$ cat config.mk
export PLATFORM = sky130hd
export DESIGN_NAME = alu_issue_sequencer
export DESIGN_NICKNAME = d
export VERILOG_FILES = /design/src/rtl/alu_issue_sequencer.sv
export SDC_FILE = /design/constraint.sdc
export NUM_CORES = 1
export LEC_CHECK = 0
export CORE_MARGIN = 3
export CORE_UTILIZATION = 35
export CTS_CLUSTER_SIZE = 30
export DETAILED_ROUTE_END_ITERATION = 12
export HOLD_SLACK_MARGIN = 0.12
export PLACE_DENSITY_LB_ADDON = 0.05
export SYNTH_ARGS = -nofsm -noshare
export SYNTH_HDL_FRONTEND = slang
export SYNTH_SLANG_ARGS = --single-unit
export TNS_END_PERCENT = 1
$ cat constraint.sdc
create_clock -name clk -period 2 [get_ports clk]
set_input_delay 0.4 -clock clk [delete_from_list [all_inputs] [get_ports clk]]
set_output_delay 0.4 -clock clk [all_outputs]
set_load 0.1 [all_outputs]
$ cat src/rtl/alu_issue_sequencer.sv
// Shares one multi-cycle ALU between two requesters: round-robin grant, fixed-latency
// issue, flag derivation and a valid/ready response; also owns the architectural flags.
module alu_issue_sequencer #(
   parameter int WORD_SIZE   = 19,
   parameter int OP_W        = 5,
   parameter int ALU_LATENCY = 1,
   parameter int FLAG_W      = 4
) (
   input  logic                 clk,
   input  logic                 rst_n,
   input  logic                 flush,
   input  logic                 req0_valid,
   output logic                 req0_ready,
   input  logic [OP_W-1:0]      req0_op,
   input  logic                 req0_mode,
   input  logic [WORD_SIZE-1:0] req0_a,
   input  logic [WORD_SIZE-1:0] req0_b,
   input  logic                 req0_flag_we,
   input  logic                 req1_valid,
   output logic                 req1_ready,
   input  logic [OP_W-1:0]      req1_op,
   input  logic                 req1_mode,
   input  logic [WORD_SIZE-1:0] req1_a,
   input  logic [WORD_SIZE-1:0] req1_b,
   input  logic                 req1_flag_we,
   output logic [OP_W-1:0]      alu_op,
   output logic                 alu_mode,
   output logic [WORD_SIZE-1:0] alu_a,
   output logic [WORD_SIZE-1:0] alu_b,
   input  logic [WORD_SIZE-1:0] alu_result,
   input  logic                 alu_carry,
   input  logic                 alu_ovf,
   output logic                 rsp_valid,
   input  logic                 rsp_ready,
   output logic                 rsp_id,
   output logic [WORD_SIZE-1:0] rsp_result,
   output logic [FLAG_W-1:0]    rsp_flags,
   output logic [FLAG_W-1:0]    flags
);

   localparam logic [1:0] S_IDLE = 2'd0;
   localparam logic [1:0] S_EXEC = 2'd1;
   localparam logic [1:0] S_RESP = 2'd2;
   localparam logic [1:0] CNT_INIT = 2'(ALU_LATENCY - 1);

   logic [1:0]        state;
   logic [1:0]        cnt;
   logic              ptr;
   logic              id_q;
   logic              we_q;
   logic              gnt0, gnt1;
   logic [FLAG_W-1:0] cap_flags;

   // Contention goes to the pointer port; a lone requester always wins.
   assign gnt0 = req0_valid & (~req1_valid | ~ptr);
   assign gnt1 = req1_valid & (~req0_valid |  ptr);

   assign req0_ready = (state == S_IDLE) & ~flush & gnt0;
   assign req1_ready = (state == S_IDLE) & ~flush & gnt1;
   assign rsp_valid  = (state == S_RESP);

   // Carry/overflow are meaningless for logical ops, so they never reach the flags.
   always_comb begin
      cap_flags    = '0;
      cap_flags[0] = (alu_result == '0);
      cap_flags[1] = alu_result[WORD_SIZE-1];
      cap_flags[2] = ~alu_mode & alu_carry;
      cap_flags[3] = ~alu_mode & alu_ovf;
   end

   always_ff @(posedge clk or negedge rst_n) begin
      if (!rst_n) begin
         state      <= S_IDLE;
         cnt        <= '0;
         ptr        <= 1'b0;
         id_q       <= 1'b0;
         we_q       <= 1'b0;
         alu_op     <= '0;
         alu_mode   <= 1'b0;
         alu_a      <= '0;
         alu_b      <= '0;
         rsp_id     <= 1'b0;
         rsp_result <= '0;
         rsp_flags  <= '0;
         flags      <= '0;
      end else if (flush) begin
         state <= S_IDLE;
      end else begin
         case (state)
            S_IDLE: begin
               if (req0_ready || req1_ready) begin
                  alu_op   <= req1_ready ? req1_op      : req0_op;
                  alu_mode <= req1_ready ? req1_mode    : req0_mode;
                  alu_a    <= req1_ready ? req1_a       : req0_a;
                  alu_b    <= req1_ready ? req1_b       : req0_b;
                  we_q     <= req1_ready ? req1_flag_we : req0_flag_we;
                  id_q     <= req1_ready;
                  ptr      <= ~req1_ready;
                  cnt      <= CNT_INIT;
                  state    <= S_EXEC;
               end
            end
            S_EXEC: begin
               if (cnt == '0) begin
                  rsp_result <= alu_result;
                  rsp_flags  <= cap_flags;
                  rsp_id     <= id_q;
                  state      <= S_RESP;
               end else begin
                  cnt <= cnt - 2'd1;
               end
            end
            S_RESP: begin
               if (rsp_ready) begin
                  if (we_q) flags <= rsp_flags;
                  state <= S_IDLE;
               end
            end
            default: state <= S_IDLE;
         endcase
      end
   end

endmodule

==> results of run 1 <==
-- stage by stage --
| stage | TNS [ps] | hold WS [ps] | area, um^2 | setup slack (ps) |
|---|---|---|---|---|
| final | 0 | 491.1 | 5570 | 94.78 |
| after global routing | 0 | 507.1 | 5570 | 38.53 |
| after CTS | 0 | 493.6 | 5565 | 69.39 |
| after detailed placement | -273.0 | 393.5 | 5336 | -85.56 |
| after global placement | -70.03 | 390.4 | 5336 | -42.83 |
| after floorplan | 0 | 104.4 | 3392 | 189.4 |
-- state kept, by name, summed over array words and instances (netlist names) --
name        count
we_q            1
rsp_result     18
alu_b          19
ptr             1
cnt             2
alu_mode        1
rsp_id          1
id_q            1
rsp_flags       4
alu_op          5
state           2
flags           4
alu_a          19
-- path summary, 6_finish.rpt --
kind                                         start                        to  cells after the start
worst max-delay path                    req1_valid                req1_ready                      4
worst min-delay path              id_q$_DFFE_PN0P_          id_q$_DFFE_PN0P_                      1
worst max register to register  cnt[0]$_DFFE_PN0P_        cnt[0]$_DFFE_PN0P_                      4
worst min register to register    id_q$_DFFE_PN0P_          id_q$_DFFE_PN0P_                      1
max in group asynchronous                    rst_n      state[1]$_DFFE_PN0P_                      3
min in group asynchronous                    rst_n  rsp_flags[3]$_DFFE_PN0P_                      2
-- cells by family (layout without fill, tap and decap cells) --
kind of cell | Yosys count | after routing
AND/OR/NAND/NOR | 71 | 71
multiplexers | 26 | 26
flip-flops | 78 | 78
AO/OA/AOI/OAI | 54 | 54
adder cells (fa/ha/maj) | 1 | 1
other | 0 | 1
buffers and inverters | 25 | 227
-- cells in the mapped netlist, drive strengths merged, types with 2 or more instances --
cell type	number
buf	14
o21ai	3
nand2	4
clkbuf	8
mux2	26
dfrtp	78
nor3	2
inv	3
and3	46
a21oi	2
nor2	4
nand2b	4
nand4	2
nor4	4
a221o	45
-- final cells by class --
cell class              count  area share [%]
clock buffers              10           2.291
diodes                      1         0.04492
well taps                 129           2.898
clock inverters             6           1.550
multi-input cells         152           23.09
repair buffers            208           34.77
flip-flops and latches     78           35.09
inverters                   3          0.2695
-- worst max-delay path: cells and delay by family --
kind	cells	cell delay (ps)
buffers and inverters	3	880
AND/OR/NAND/NOR	1	220
-- per-layer routing --
metal | vias to the layer above | GRT usage, % | wire length [um]
met2 | 124 | 28.74 | 4634
met4 | 0 | 6.458 | 182
met1 | 1381 | 23.18 | 4118
met3 | 16 | 4.966 | 719
met5 | - | 0 | 0
li1 | 1387 | - | -
-- timing repair --
item	CTS	global route
hold endpoints to repair	35	0
resized for setup	2	2
pin swaps	1	0
setup endpoints to repair	2	1
hold buffers	1	0
buffers inserted	1	0
==> metrics.yaml, run 1 <==
cts:
  cts.htree.levels: 3
  cts_tree: "built"
  path_clk_slew_ps: 80
  cts_buffers: 9
  cts_root_buffer: "clkbuf_8"
  cts_buffer_depth: 2
  cts_sinks: 78
  insertion_delay_ps: 340
global_routing:
  grt_antenna_before_repair: 1
  grt_pass1_vias: 3137
  grt_pass1_wl_um: 15670
  grt_max_degree: 44
  track_usage_pct: 17.91
  grt_overflow: 0
flow_run:
  maxCapViolCount: 0
timing:
  period_share_pct: 95.26
  rsz0062_at_grt: "false"
  max_freq_mhz: 524.9
  tightestPinTransition_ps: 478.5
  drv_slew: 0
  max_slew_margin_pct: 68.10
  finClkSkew_ps: 12.16
  setup_violations: 0
  period_needed_ps: 1905
  hold_viol_final: 0
drt:
  dr.pass1.iters: 6
  vias_per_cell: 4.954
  vias: 2908
  post_drt_wl_per_cell_um: 16.45
  ant_nets: 0
  drc: 0
  drtIter0Drc: 97
  wirelength_um: 9655
cells_and_area:
  fin_cells: 587
  multi_input_area_mm2: 0.001286
  area_growth_pct: 64.40
  fin_util_pct: 59.72
  drive_gt1_share_pct: 30.85
  fillers: 787
  final_cell_mix: "113 x clkdlybuf4s50_1, 85 x buf_4, 76 x dfrtp_1, 45 x and3_1, 45 x a221o_1"
  seqCellArea_mm2: 0.001954
  final_nets: 570
  final_common_cell: "clkdlybuf4s50_1"
run_status:
  status: "finished, final reports clean"
yosys:
  synth_area_per_cell_um2: 13.29
  synthSimpleGateAreaFrac_pct: 13.18
  synth_edf_count: 0
  ys_types: 30
  ys_warn_count: 0
  synth_area_leader_cell: "dfrtp_1"
  yosysTopAreaCellShare_pct: 57.61
  synth_xor_area_share_pct: 0
  syn_area_mm2: 0.003388
  synth_top_family_by_area: "compound AO/OA/AOI/OAI gates"
  synth-compound-area-share_pct: 15.58
  syn_nets: 373
  synthAdderAreaFrac_pct: 0.3693
  ys_seq_area_share_pct: 57.61
  netlist_instances: 255
  synth.area.top_cells: "dfrtp_1 58%, a221o_1 13%, and3_1 8.3%, mux2_2 8.0%, buf_6 2.0%"
  ys_ff_latch: 78
  muxShareOfSynthArea_pct: 8.641
  synth_ff_type: "dfrtp_1"
  async_flop_share_pct: 100.0
floorplan:
  rows: 35
  die_area_mm2: 0.01090
  start_util_pct: 36.32
  die_y_um: 104.4
  chipWidth_um: 104.4
  core-area_mm2: 0.009328
  ios: 192
place:
  port_buffers: 191
  dp_hpwl_um: 7066
  placedCellCount: 568
  place_congestion: 0.7317
critical_path:
  crit_slowest_cell: "clkdlybuf4s50_1"
  crit_fanout: 4
  cp-end-kind: "primary output"
  slowest_delay_ps: 540
  required_ps: 1600
  cp.arrival_ps: 1510
  crit_chain: "clkdlybuf4s50_1, buf_4, and3_4, buf_12"
  start_kind: "primary input"
  path_class: "primary input to primary output"
  regToRegSetupSlack_ps: 350
min_path:
  hold_path_class: "flop to flop"
Power of run 1 is not shown: default switching activity piles up to over one toggle a cycle in this logic, so the estimate is an artifact.
==> run 2: changes to the inputs <==
--- a/config.mk
+++ b/config.mk
@@ -7,7 +7,6 @@
 export LEC_CHECK = 0
 export CORE_MARGIN = 3
 export CORE_UTILIZATION = 35
-export CTS_CLUSTER_SIZE = 30
 export DETAILED_ROUTE_END_ITERATION = 12
 export HOLD_SLACK_MARGIN = 0.12
 export PLACE_DENSITY_LB_ADDON = 0.05
==> results of run 2 <==
The final DEF is identical to that of run 1; final timing and power are the same.
Power of run 2 is left out for the same reason.
==> run 3: changes to the inputs <==
--- a/config.mk
+++ b/config.mk
@@ -5,6 +5,7 @@
 export SDC_FILE = /design/constraint.sdc
 export NUM_CORES = 1
 export LEC_CHECK = 0
+export CAP_MARGIN = 20
 export CORE_MARGIN = 3
 export CORE_UTILIZATION = 35
 export DETAILED_ROUTE_END_ITERATION = 12
==> results of run 3 <==
The final DEF is identical to that of run 1; final timing and power are the same.
Power of run 3 is left out for the same reason.
